==> src/rtl/cdb_arbiter_pkg.sv <==
// Shared configuration for the CDB arbiter slice: RoB tag width, source
// encodings on cdb_src, and the default per-source queue depth.
package cdb_arbiter_pkg;

  localparam int   ROB_SIZE_WIDTH = 4;
  localparam int   CDB_QDEPTH     = 2;
  localparam logic CDB_SRC_ALU    = 1'b0;
  localparam logic CDB_SRC_LSB    = 1'b1;

endpackage

==> src/rtl/cdb_src_queue.sv <==
// In-order result queue for one CDB producer. Presents either its head or the
// incoming result (bypass when empty) as the arbitration candidate.
module cdb_src_queue
  import cdb_arbiter_pkg::*;
#(
  parameter int ID_W   = ROB_SIZE_WIDTH,
  parameter int DATA_W = 32,
  parameter int QDEPTH = CDB_QDEPTH
) (
  input  logic              clk,
  input  logic              rst,
  input  logic              rdy,
  input  logic              clear,
  input  logic              in_valid,
  input  logic [ID_W-1:0]   in_rob_id,
  input  logic [DATA_W-1:0] in_value,
  input  logic              grant,
  output logic              req,
  output logic [ID_W-1:0]   cand_rob_id,
  output logic [DATA_W-1:0] cand_value,
  output logic              full
);

  localparam int PTR_W = $clog2(QDEPTH);
  localparam int CNT_W = PTR_W + 1;

  logic [ID_W-1:0]   id_mem   [QDEPTH];
  logic [DATA_W-1:0] data_mem [QDEPTH];
  logic [PTR_W-1:0]  head;
  logic [PTR_W-1:0]  tail;
  logic [CNT_W-1:0]  count;
  logic [CNT_W-1:0]  count_next;
  logic              empty;
  logic              at_cap;
  logic              enq;
  logic              deq;

  assign empty       = (count == '0);
  assign at_cap      = (count == CNT_W'(QDEPTH));
  assign req         = ~empty | in_valid;
  assign cand_rob_id = empty ? in_rob_id : id_mem[head];
  assign cand_value  = empty ? in_value  : data_mem[head];
  assign deq         = grant & ~empty;
  // A granted input on an empty queue goes straight to the bus; a full queue
  // can still take one more result when its head leaves in the same cycle.
  assign enq         = in_valid & ~(grant & empty) & ~(at_cap & ~deq);

  always_comb begin
    count_next = count;
    if (clear)
      count_next = '0;
    else
      count_next = count + CNT_W'(enq) - CNT_W'(deq);
  end

  always_ff @(posedge clk or negedge rst) begin
    if (!rst) begin
      head  <= '0;
      tail  <= '0;
      count <= '0;
      full  <= 1'b0;
    end else if (rdy) begin
      if (clear) begin
        head <= '0;
        tail <= '0;
      end else begin
        if (enq) tail <= tail + PTR_W'(1);
        if (deq) head <= head + PTR_W'(1);
      end
      count <= count_next;
      full  <= (count_next >= CNT_W'(QDEPTH - 1));
    end
  end

  always_ff @(posedge clk) begin
    if (rdy && !clear && enq) begin
      id_mem[tail]   <= in_rob_id;
      data_mem[tail] <= in_value;
    end
  end

`ifndef SYNTHESIS
  always_ff @(posedge clk) begin
    if (rst && rdy && !clear && in_valid && at_cap && !deq)
      $error("cdb_src_queue: result tag %0d dropped, queue full", in_rob_id);
  end
`endif

endmodule

==> src/rtl/cdb_arbiter.sv <==
// Round-robin arbiter sharing the registered CDB between the ALU and the LSB.
// Define CDB_STATS_EN to add broadcast and conflict statistics counters.
module cdb_arbiter
  import cdb_arbiter_pkg::*;
#(
  parameter int ROB_ID_W = ROB_SIZE_WIDTH,
  parameter int DATA_W   = 32,
  parameter int QDEPTH   = CDB_QDEPTH
) (
  input  logic                clk,
  input  logic                rst,
  input  logic                rdy,
  input  logic                rob_clear,
  input  logic                alu_valid,
  input  logic [ROB_ID_W-1:0] alu_rob_id,
  input  logic [DATA_W-1:0]   alu_value,
  output logic                alu_full,
  input  logic                lsb_valid,
  input  logic [ROB_ID_W-1:0] lsb_rob_id,
  input  logic [DATA_W-1:0]   lsb_value,
  output logic                lsb_full,
  output logic                cdb_valid,
  output logic [ROB_ID_W-1:0] cdb_rob_id,
  output logic [DATA_W-1:0]   cdb_value,
  output logic                cdb_src
`ifdef CDB_STATS_EN
  ,
  output logic [31:0]         stat_bcast_cnt,
  output logic [31:0]         stat_conflict_cnt
`endif
);

  logic                alu_req;
  logic                lsb_req;
  logic                alu_grant;
  logic                lsb_grant;
  logic                last_grant;
  logic [ROB_ID_W-1:0] alu_cand_id;
  logic [ROB_ID_W-1:0] lsb_cand_id;
  logic [DATA_W-1:0]   alu_cand_value;
  logic [DATA_W-1:0]   lsb_cand_value;

  cdb_src_queue #(.ID_W(ROB_ID_W), .DATA_W(DATA_W), .QDEPTH(QDEPTH)) alu_queue (
    .clk         (clk),
    .rst         (rst),
    .rdy         (rdy),
    .clear       (rob_clear),
    .in_valid    (alu_valid),
    .in_rob_id   (alu_rob_id),
    .in_value    (alu_value),
    .grant       (alu_grant),
    .req         (alu_req),
    .cand_rob_id (alu_cand_id),
    .cand_value  (alu_cand_value),
    .full        (alu_full)
  );

  cdb_src_queue #(.ID_W(ROB_ID_W), .DATA_W(DATA_W), .QDEPTH(QDEPTH)) lsb_queue (
    .clk         (clk),
    .rst         (rst),
    .rdy         (rdy),
    .clear       (rob_clear),
    .in_valid    (lsb_valid),
    .in_rob_id   (lsb_rob_id),
    .in_value    (lsb_value),
    .grant       (lsb_grant),
    .req         (lsb_req),
    .cand_rob_id (lsb_cand_id),
    .cand_value  (lsb_cand_value),
    .full        (lsb_full)
  );

  // On a tie the source that did not win last time gets the bus.
  assign alu_grant = rdy & ~rob_clear & alu_req & (~lsb_req | (last_grant == CDB_SRC_LSB));
  assign lsb_grant = rdy & ~rob_clear & lsb_req & ~alu_grant;

  always_ff @(posedge clk or negedge rst) begin
    if (!rst) begin
      cdb_valid  <= 1'b0;
      cdb_rob_id <= '0;
      cdb_value  <= '0;
      cdb_src    <= 1'b0;
      last_grant <= CDB_SRC_LSB;
    end else if (rdy) begin
      cdb_valid <= alu_grant | lsb_grant;
      if (alu_grant) begin
        cdb_rob_id <= alu_cand_id;
        cdb_value  <= alu_cand_value;
        cdb_src    <= CDB_SRC_ALU;
        last_grant <= CDB_SRC_ALU;
      end else if (lsb_grant) begin
        cdb_rob_id <= lsb_cand_id;
        cdb_value  <= lsb_cand_value;
        cdb_src    <= CDB_SRC_LSB;
        last_grant <= CDB_SRC_LSB;
      end
    end
  end

`ifdef CDB_STATS_EN
  // Statistics survive a RoB flush; only the hard reset clears them.
  always_ff @(posedge clk or negedge rst) begin
    if (!rst) begin
      stat_bcast_cnt    <= '0;
      stat_conflict_cnt <= '0;
    end else if (rdy) begin
      if (cdb_valid)
        stat_bcast_cnt <= stat_bcast_cnt + 32'd1;
      if (alu_req && lsb_req)
        stat_conflict_cnt <= stat_conflict_cnt + 32'd1;
    end
  end
`endif

endmodule

==> config.mk <==
export PLATFORM = sky130hd
export DESIGN_NAME = cdb_arbiter
export DESIGN_NICKNAME = d
export VERILOG_FILES = /design/src/rtl/cdb_arbiter_pkg.sv /design/src/rtl/cdb_src_queue.sv /design/src/rtl/cdb_arbiter.sv
export SDC_FILE = /design/constraint.sdc
export NUM_CORES = 1
export LEC_CHECK = 0
export BUFFER_PORTS_ARGS = -buffer_cell sky130_fd_sc_hd__buf_2
export CORE_ASPECT_RATIO = 0.8
export CORE_MARGIN = 8
export CORE_UTILIZATION = 45
export CTS_BUF_LIST = sky130_fd_sc_hd__clkbuf_2
export CTS_CLUSTER_SIZE = 25
export DETAILED_ROUTE_END_ITERATION = 8
export PLACE_DENSITY_LB_ADDON = 0.1
export SYNTH_ARGS = -nofsm -noshare
export SYNTH_HDL_FRONTEND = slang
export SYNTH_SLANG_ARGS = --single-unit
==> constraint.sdc <==
create_clock -name clk -period 11.1 [get_ports clk]
set_input_delay 1.665 -clock clk [delete_from_list [all_inputs] [get_ports clk]]
set_output_delay 1.665 -clock clk [all_outputs]
set_load 0.005 [all_outputs]
==> metrics.csv <==
stage;metric;value;unit
die;die_y;138;µm
final_layout;nets;791;
worst_setup_path;cp_common_cell;ha_1;
worst_setup_path;worstSetupEndpointType;flop;
final_layout;fillers;1628;
synthesis;synth_nets;698;
die;rows;44;
power;irDropWorstVdd;0.0000785;V
power;p_leak;3.32;nW
final_layout;multi_input_area;2520;µm²
final_layout;syn2layout_area_growth;11.3;%
drt;vias_per_cell;5.61;
worst_setup_path;rr_worst_depth;11;
power;p_sw;0.775;mW
clock_network;clk_pin_slew_worst_paths;0.26;ns
clock_network;cts_resized;0;
grt;grt_pass1_wl;31400;µm
clock_network;clock_sinks;193;
timing;rsz0062_at_grt;no;
drt;drt_iter0_markers;303;
synthesis;netlist_instances;617;
power;clockPowerShare;15.2;%
power;p_comb_share;32.9;%
synthesis;synth_edf_count;144;
worst_setup_path;crit_path_max_fanout;38;
place;dpl.cell_count;921;
timing;skew;0.0394;ns
timing;max-slew-margin-rel;18.8;%
final_layout;seqCellArea;5560;µm²
run_status;status;complete, no violations;
timing;finalMaxSlewViolations;0;
worst_setup_path;cpPeakStageDelay;0.76;ns
worst_hold_path;holdPathStages;1;
synthesis;yosysTopAreaCell;edfxtp_1;
synthesis;async_flop_share;25.4;%
grt;grtUsageTotal;17.5;%
worst_setup_path;crit_cells;11;
die;io-pin-count;118;
power;intPower;1.27;mW
clock_network;clockBufferDepth;2;
clock_network;ctsRootBufferMaster;clkbuf_2;
die;initial_utilization;45.9;%
grt;grt-ovfl-total;0;
clock_network;ctsHtreeMaxLevel;4;
worst_setup_path;cp.required;11.78;ns
power;power_density;221;nW/µm²
drt;drtPass1Iterations;4;
final_layout;layoutNonFillerInstCount;953;
timing;finalHoldViolations;0;
clock_network;cts-hold-fix-buffers;0;
synthesis;ys_ff_latch;193;
die;dieWidth;168;µm
place;place_congestion;0.793;
worst_setup_path;crit_buf_inv;2;
synthesis;ys_seq_area_share;66.8;%
die;core;18100;µm²
job;max_cap_viol_count;0;
drt;postRouteWirelength;20200;µm
synthesis;synth_cell_types;50;
worst_hold_path;hold_path_class;flop to flop;
grt;grt_max_degree;50;
synthesis;synth_area_leaders;edfxtp_1 52%, dfrtp_1 14%, mux2i_1 8.9%;
clock_network;clock_latency;0.73;ns
timing;fin_crit;4.01;ns
drt;final_antenna_net_count;0;
final_layout;mostFrequentLayoutCell;edfxtp_1;
grt;antenna_found_initial;1;
timing;fin_setup_tns;0;ns
final_layout;final_cell_mix;144 x edfxtp_1, 117 x buf_2, 74 x mux2i_1;
synthesis;yosys_warnings;0;
synthesis;synthFlopType;edfxtp_1;
drt;dr_total_vias;5345;
place;port_buffers;117;
timing;whs;0.530;ns
worst_setup_path;critPathKind;input pin to flop;
timing;period_share;36.2;%
timing;tightest_slew;1.22;ns
worst_setup_path;start_kind;input pin;
worst_setup_path;cp.arrival;4.70;ns
worst_setup_path;cp_slowest_cell;nor2b_1;
final_layout;drive_above_1_share;24.4;%
synthesis;synth_area;8310;µm²
grt;grt_pass1_vias;5677;
worst_setup_path;cp_cell_sequence;buf_2 -> nor2b_1 -> o21ai_4 -> nor2_1 -> ha_1 -> inv_1 -> ha_1 -> xor2_1 -> xnor2_1 -> a211oi_1 -> a21o_1;
timing;setup_violations;0;
power;pwr-share-seq;51.9;%
synthesis;yosysTopAreaCellShare;52.0;%
die;die_area;23100;µm²
synthesis;syn_avg_cell_area;13.5;µm²
clock_network;cts_tree;done;
power;swShare;37.9;%
clock_network;post-cts-setup-buffers;0;
worst_setup_path;critPathTopFamily;simple AND/OR/NAND/NOR gates;
timing;max_clock_freq;249;MHz
clock_network;cts_made_buffers;17;
place;dp_hpwl;12400;µm
drt;avgRoutedWirePerCell;21.2;µm
drt;drc;0;
worst_setup_path;r2r_slack;7.89;ns
## cell usage after synthesis, types with 4 or more instances
| master | instances |
|---|---|
| dfrtp_1 | 48 |
| a21o_1 | 4 |
| mux2i_1 | 74 |
| inv_1 | 8 |
| nor4b_1 | 36 |
| o22ai_1 | 37 |
| a21oi_1 | 72 |
| nor3_1 | 8 |
| o21ai_0 | 40 |
| buf_2 | 22 |
| edfxtp_1 | 144 |
| clkbuf_1 | 26 |
| nand2_1 | 40 |
| nand2b_1 | 5 |
## logic make-up (layout without fill, tap and decap cells)
group,after synthesis,count (layout),share of synthesized area [%]
flip-flops,193,193,66.8
buffers and inverters,61,166,3.27
other,0,1,0
adder cells (fa/ha/maj),3,3,0.452
XOR/XNOR,3,3,0.316
multiplexers,74,74,8.91
AO/OA/AOI/OAI,173,173,12.0
AND/OR/NAND/NOR,110,110,8.31
## layout make-up
cell class | instances | share of cell area, %
flip-flops and latches | 193 | 60.0
multi-input cells | 363 | 27.3
repair buffers | 127 | 7.14
well taps | 230 | 3.11
clock inverters | 12 | 1.04
clock buffers | 19 | 1.03
inverters | 8 | 0.324
diodes | 1 | 0.0270
## routing by layer
| metal | up-vias | wire (µm) | GRT usage (%) | share of wire, % |
|---|---|---|---|---|
| li1 | 2560 | - | - | - |
| met1 | 2679 | 9760 | 23.6 | 48 |
| met2 | 102 | 9590 | 28.5 | 47 |
| met3 | 4 | 767 | 4.10 | 3.8 |
| met4 | 0 | 86 | 3.56 | 0.43 |
| met5 | - | 0 | 0 | 0 |
## worst register-to-register path: cells and delay by family, from the launching register on
| family | cells | cell delay, ns |
|---|---|---|
| buf+inv | 2 | 0.24 |
| flops | 1 | 0.56 |
| fa+ha+maj | 2 | 0.52 |
| xor+xnor | 2 | 0.31 |
| compound gates | 3 | 1.35 |
| simple gates | 2 | 0.23 |
## power by group through the flow
stage | logic, mW | clock network [mW] | registers [mW]
global placement | 0.669 | 0 | 1.07
CTS | 0.682 | 0.319 | 1.06
finish | 0.671 | 0.310 | 1.06
global route | 0.749 | 0.348 | 1.08
floorplan | 0.538 | 0 | 0.966
detailed placement | 0.678 | 0 | 1.08
## worst paths after layout
path | start | endpoint
max reg2reg | lsb_queue.count[0] | alu_queue.full
min | cdb_valid | cdb_valid
min in group asynchronous | rst | cdb_value[4]
min reg2reg | cdb_valid | cdb_valid
max in group asynchronous | rst | lsb_queue.head
max | rdy | alu_queue.full
## per-stage QoR
| stage | util, % | area [µm²] | total power, mW | worst slack [ns] |
|---|---|---|---|---|
| after floorplan | - | 8310 | 1.50 | 4.92 |
| after global placement | 50.0 | 9060 | 1.74 | 6.53 |
| after detailed placement | 50.0 | 9060 | 1.76 | 6.35 |
| after CTS | 51.1 | 9250 | 2.06 | 7.17 |
| after global routing | 51.1 | 9250 | 2.18 | 6.94 |
| final | 51.1 | 9250 | 2.04 | 7.09 |
## flip-flops by register name, summed over array words and instances (netlist names), 2 cells and up
signal              flops
cdb_rob_id              4
lsb_queue.id_mem        8
lsb_queue.data_mem     64
cdb_value              32
alu_queue.id_mem        8
alu_queue.count         2
lsb_queue.count         2
alu_queue.data_mem     64
(Power assumes the default switching activity.)
